==> src/rtl/life_pkg.sv <==
// Shared constants and the scanner state encoding, common to the life matrix,
// cell and grid scanner blocks.
package life_pkg;

  localparam int GRID_N = 8;

  typedef enum logic [1:0] {
    IDLE = 2'd0,
    SEND = 2'd1,
    DONE = 2'd2
  } scan_state_e;

endpackage

==> src/rtl/popcount_row.sv <==
// Combinational population count of one grid row.
module popcount_row
  import life_pkg::*;
#(
  parameter int N = GRID_N
) (
  input  logic [N-1:0]         row,
  output logic [$clog2(N):0]   count
);

  localparam int CW = $clog2(N) + 1;

  // NOTE: a combinational block assigns every output before any branch or loop,
  // so no path can leave a value unassigned and infer a latch.
  always_comb begin
    count = '0;
    for (int i = 0; i < N; i++) begin
      count = count + {{(CW-1){1'b0}}, row[i]};
    end
  end

endmodule

==> src/rtl/grid_scanner.sv <==
// Snapshots the life grid on a trigger and streams it one row per handshake,
// reporting the frame population and flagging triggers that arrive while busy.
module grid_scanner
  import life_pkg::*;
#(
  parameter int AUTO = 0,
  parameter int N    = GRID_N
) (
  input  logic                   clk,
  input  logic                   _rst,
  input  logic [N*N-1:0]         grid_flat,
  input  logic                   gen_tick,
  input  logic                   start,
  input  logic                   row_ready,
  input  logic                   clr_ovr,
  output logic                   row_valid,
  output logic [N-1:0]           row_data,
  output logic [$clog2(N)-1:0]   row_idx,
  output logic                   busy,
  output logic                   frame_done,
  output logic [$clog2(N*N):0]   live_count,
  output logic                   overrun
);

  localparam int IW = $clog2(N);
  localparam int LW = $clog2(N*N) + 1;
  localparam int PW = $clog2(N) + 1;

  scan_state_e      state, state_nxt;
  logic [N*N-1:0]   shadow;
  logic [LW-1:0]    acc;
  logic [PW-1:0]    row_pop;
  logic             trigger;
  logic             last_row;

  // start and gen_tick on the same edge collapse into one trigger.
  assign trigger  = start | ((AUTO != 0) & gen_tick);
  assign last_row = (row_idx == IW'(N-1));

  popcount_row #(.N(N)) u_popcount (
    .row   (row_data),
    .count (row_pop)
  );

  // NOTE: sequential state uses non-blocking assignments so every register
  // samples pre-edge values and the result is independent of block ordering.
  always_ff @(posedge clk or negedge _rst) begin
    if (!_rst) begin
      state <= IDLE;
    end else begin
      state <= state_nxt;
    end
  end

  always_comb begin
    state_nxt  = state;
    row_valid  = 1'b0;
    row_data   = '0;
    busy       = 1'b0;
    frame_done = 1'b0;
    case (state)
      IDLE: begin
        if (trigger) state_nxt = SEND;
      end
      SEND: begin
        row_valid = 1'b1;
        busy      = 1'b1;
        row_data  = shadow[int'(row_idx)*N +: N];
        if (row_ready && last_row) state_nxt = DONE;
      end
      DONE: begin
        busy       = 1'b1;
        frame_done = 1'b1;
        state_nxt  = IDLE;
      end
      default: state_nxt = IDLE;
    endcase
  end

  // NOTE: the shadow grid is a plain register bank, not a RAM, so it is reset
  // along with the rest of the datapath and never streams stale contents.
  always_ff @(posedge clk or negedge _rst) begin
    if (!_rst) begin
      shadow     <= '0;
      row_idx    <= '0;
      acc        <= '0;
      live_count <= '0;
      overrun    <= 1'b0;
    end else begin
      if (state == IDLE && trigger) begin
        shadow  <= grid_flat;
        row_idx <= '0;
        acc     <= '0;
      end
      if (state == SEND && row_ready) begin
        acc     <= acc + {{(LW-PW){1'b0}}, row_pop};
        row_idx <= last_row ? '0 : row_idx + 1'b1;
      end
      if (state == DONE) begin
        live_count <= acc;
      end
      // A late trigger wins over a simultaneous clear.
      if (trigger && state != IDLE) begin
        overrun <= 1'b1;
      end else if (clr_ovr) begin
        overrun <= 1'b0;
      end
    end
  end

endmodule

==> config.mk <==
export PLATFORM = sky130hd
export DESIGN_NAME = grid_scanner
export DESIGN_NICKNAME = d
export VERILOG_FILES = /design/src/rtl/life_pkg.sv /design/src/rtl/popcount_row.sv /design/src/rtl/grid_scanner.sv
export SDC_FILE = /design/constraint.sdc
export NUM_CORES = 1
export LEC_CHECK = 0
export ABC_AREA = 0
export BUFFER_PORTS_ARGS = -buffer_cell sky130_fd_sc_hd__buf_2
export CAP_MARGIN = 20
export CORE_ASPECT_RATIO = 1.2
export CORE_MARGIN = 2
export CORE_UTILIZATION = 54
export DETAILED_ROUTE_END_ITERATION = 12
export GPL_TIMING_DRIVEN = 0
export PLACE_DENSITY = 0.91
export SYNTH_ARGS = -nofsm -noshare
export SYNTH_HDL_FRONTEND = slang
export SYNTH_SLANG_ARGS = --single-unit
==> constraint.sdc <==
create_clock -name clk -period 5.7 [get_ports clk]
set_input_delay 1.425 -clock clk [delete_from_list [all_inputs] [get_ports clk]]
set_output_delay 1.425 -clock clk [all_outputs]
set_load 0.05 [all_outputs]
==> results by stage <==
Placed design:
- The congestion estimate from routability-driven global placement came to 0.926.
- The worst slack at placement is 393 ps.
- The post-place instance area is 0.00470 sq mm.
- Detailed placement finished with a half-perimeter wire length of 6450 microns.
- During placement, the flow inserted port buffers numbering 90.

Power:
- Power spread over the standard cell area amounts to 600 mW/mm^2.
- The internal power of the cells totals 1.81 mW.
- The clock network is responsible for 15.7% of the overall power.
- The switching power is 1.14 mW.
- The worst vdd rail ir drop is 393 uV.
- The combinational group share of total power is 50.6%.
- The sequential share of power is 33.8%.
- The switching share of total power is 38.8%.
- For this design the static power due to leakage is 2.35 nW.

STA:
- The hold violation count in the final report is 0.
- Setup violations remaining at the end of the flow were counted as 0.
- The fmax is 186 MHz.
- The post-layout minimum cycle time is 5380 ps.
- The minimum setup slack in the final design is 317 ps.
- The number of slew-limit violations in the final report was 0.
- The maximum clock skew at final layout is 10.8 ps.
- The share of the clock period used by the worst path is 94.4%.
- After routing, the total negative slack on setup checks comes to 0 ps.
- Setup repair after global routing left no endpoint under its margin.
- The tightest hold path in the finished design has a slack of 502 ps.
- The transition time at the pin with the least slew margin is 558 ps.
- The worst slew margin relative to its limit is 62.8%.

Clock network:
- The clock latency reported for the late side of the worst-skew pair is 350 ps.
- The clock root buffer master is sky130_fd_sc_hd__clkbuf_8.
- Counting every sink on the clock net gives 84.
- TritonCTS built the clock tree.
- After clock tree synthesis, the setup repair step added 0 buffers.
- The worst-case clock buffer depth is 2.
- After clock tree synthesis, the flow added hold-fix buffers numbering 0.
- The clock transition time at the flip-flop clock pins of the worst setup and hold paths is 80 ps.
- Gates resized during post-CTS repair numbered 0.
- The number of H-tree branching levels is 3.
- The number of clock buffers added by TritonCTS is 9.

Floorplanning:
- The floorplan step set the die width to 83.7 microns.
- Row generation in the floorplan step produced 34 rows.
- The die footprint is 0.00834 sq mm.
- The die span in y is 99.6 microns.
- During I/O placement, the number of pins put on the boundary was 92.
- The core region is 0.00732 sq mm.
- Once the floorplan was initialized, standard cells occupied 56.2% of the core.

Yosys:
- Yosys attributes the largest share of cell area to sky130_fd_sc_hd__dfrtp_1 51%, sky130_fd_sc_hd__mux2_2 19%, sky130_fd_sc_hd__mux4_2 8.8%, sky130_fd_sc_hd__ha_1 4.3%, sky130_fd_sc_hd__fa_1 2.4%.
- Synthesis produced 280 cells.
- The fraction of the mapped netlist area in adder cells is 6.69%.
- The synthesized netlist devotes 0.639% of its cell area to XOR and XNOR gates.
- Of the synthesized area, sequential elements account for 51.1%.
- The top-area cell type share of the netlist area is 51.1%.
- In the synthesized netlist, mux cells make up 28.2% of the area.
- The total of flip-flops plus latches after synthesis is 84.
- The post-synthesis compound-gate area fraction is 6.05%.
- By area, the combinational part of the netlist is dominated by multiplexers.
- The cell type with the largest total area after synthesis is sky130_fd_sc_hd__dfrtp_1.
- The mean cell area of the mapped netlist is 14.7 sq um.
- Yosys printed 0 warnings.
- The mapped netlist covers 0.00411 sq mm.
- The simple-gate area share of the yosys netlist is 3.41%.
- Synthesis produced a netlist with a net count of 369.
- After synthesis, the netlist uses 36 different library cells.

Critical path:
- The critical path data required time is 5930 ps.
- The largest driver fanout on the critical path is 10.
- The class of the most critical setup path is flop to flop.
- The worst setup path is launched from a flop.
- The depth of the worst register-to-register path is 16.
- The critical path capture point type is a flop.
- At the worst endpoint, the arrival time is 5610 ps.

Finish:
- The finished cells cover 0.00492 sq mm.
- Fill cells in the final layout number 516.
- The final layout contains 471 nets.
- The total inserted antenna cells is 0.
- The ratio of cells with drive above 1 in the final layout is 55.3%.
- Compared with the post-synthesis result, the final layout area differs by 19.5%.

Detailed routing:
- The number of DRC markers in iteration 0 is 162.
- The detailed-route vias per instance is 5.58.
- The wire length reported by the detailed router is 8540 microns.
- Before antenna repair, the detailed router went through 4 iterations.
- The post-detailed-route count of antenna-violating nets is 0.
- After detailed routing, the number of remaining DRC violations is 0.
- After detailed routing, the average wire length per cell comes to 17.9 microns.
- The total via count in the routed design is 2663.

Job:
- The max-capacitance violation count is 0.

Min path:
- Along the worst hold path, the cell count comes to 1.
- The kind of path behind the tightest hold check is flop to flop.

Global routing:
- Entering global routing, the biggest net connects 44 pins.
- The initial antenna violation count is 0.
- The remaining global-route overflow is 0.
- The global-route wire length before repair is 13900 microns.
- Global routing used 21.6% of the available tracks across all layers.
- The via count of the first global-routing pass is 2850.

Status:
- The flow ran to the end, and the final reports show no timing, DRC or antenna violations.
power by group through the flow:
stage	sequential (mW)	clock [mW]	combinational, mW
floorplan	1.03	0	1.11
global placement	0.984	0	1.43
detailed placement	1.01	0	1.50
CTS	0.996	0.471	1.50
global route	1.03	0.496	1.63
finish	0.997	0.463	1.49
layer usage:
layer | routed length [microns] | global-route usage [%] | share of wire [%] | vias to the layer above
met2 | 4430 | 36.8 | 52 | 86
met5 | 0 | 0 | 0 | -
met1 | 3510 | 26.9 | 41 | 1337
li1 | - | - | - | 1219
met4 | 219 | 9.18 | 2.6 | 0
met3 | 374 | 4.65 | 4.4 | 21
cell type report:
class	count	area (sq um)	share of cell area, %
tap	90	113	2.29
buffer	15	101	2.06
multi-input combinational	165	1850	37.6
clock inverter	4	72.6	1.48
timing repair buffer	91	473	9.62
clock buffer	12	145	2.95
sequential	84	2100	42.7
inverter	16	60.1	1.22
flip-flops by register name, summed over array words and instances, names as in the netlist:
register,flops
live_count,7
acc,7
state,2
overrun,1
row_idx,3
shadow,64
synthesized netlist by cell type (all sizes together):
library cell,instances
nor3,3
clkbuf,2
o31ai,2
or3b,1
and4b,1
buf,13
a21boi,1
a221oi,1
a21oi,2
ha,14
a22o,6
inv,16
a211oi,2
and2,2
nor3b,1
mux2,71
o21a,2
o22ai,1
nor2,5
nand2,10
a31oi,1
dfrtp,84
xnor2,3
fa,5
mux4,16
a22oi,6
nor4b,1
o21ai,5
nor2b,3
path summary, 6_finish.rpt:
check / startpoint / slack (ps) / end
min reg2reg: live_count[5] / 500 / live_count[5]
max in group asynchronous: _rst / 4030 / shadow[41]
min: live_count[5] / 500 / live_count[5]
max: row_idx[1] / 320 / acc[5]
max reg2reg: row_idx[1] / 320 / acc[5]
min in group asynchronous: _rst / 1050 / live_count[4]
layout by cell type (no fill, tap or decap), drive strengths merged, types with 2 or more instances in the layout:
cell | netlist | final
fa | 5 | 5
a211oi | 2 | 2
a22oi | 6 | 6
bufinv | 0 | 2
o31ai | 2 | 2
inv | 16 | 16
and2 | 2 | 2
dfrtp | 84 | 84
o21a | 2 | 2
clkbuf | 2 | 14
nor2b | 3 | 3
xnor2 | 3 | 3
mux2 | 71 | 71
ha | 14 | 14
nor3 | 3 | 3
nor2 | 5 | 5
o21ai | 5 | 5
buf | 13 | 104
a21oi | 2 | 2
nand2 | 10 | 10
mux4 | 16 | 16
a22o | 6 | 6
critical path, cell delays in order (launching register included):
cell and delay (ps):
sky130_fd_sc_hd__dfrtp_1 400, sky130_fd_sc_hd__buf_2 280, sky130_fd_sc_hd__buf_2 310, sky130_fd_sc_hd__mux4_2 360, sky130_fd_sc_hd__a22o_1 280, sky130_fd_sc_hd__ha_1 290
sky130_fd_sc_hd__inv_1 40, sky130_fd_sc_hd__fa_1 510, sky130_fd_sc_hd__fa_1 440, sky130_fd_sc_hd__fa_1 420, sky130_fd_sc_hd__fa_1 400, sky130_fd_sc_hd__xnor2_1 300
sky130_fd_sc_hd__ha_1 270, sky130_fd_sc_hd__a211oi_1 80, sky130_fd_sc_hd__nor3b_1 380, sky130_fd_sc_hd__nor4b_1 100, sky130_fd_sc_hd__or3b_1 390
stage by stage:
| step | std cells | power [mW] | util (%) |
|---|---|---|---|
| floorplan | 280 | 2.14 | - |
| global placement | 460 | 2.41 | 63.9 |
| detailed placement | 461 | 2.50 | 64.2 |
| CTS | 477 | 2.97 | 67.2 |
| global route | 477 | 3.15 | 67.2 |
| finish | 477 | 2.95 | 67.2 |
kinds of logic (layout without fill, tap and decap cells):
| kind of cell | count (synthesis) | after routing |
|---|---|---|
| and+or+nand+nor | 27 | 27 |
| adders and majority gates | 19 | 19 |
| xor gates and xnor gates | 3 | 3 |
| AOI/OAI and AO/OA | 29 | 29 |
| DFF | 84 | 84 |
| buffers and inverters | 31 | 138 |
| muxes | 87 | 87 |
No activity file was read; power rests on OpenSTA's default activity.
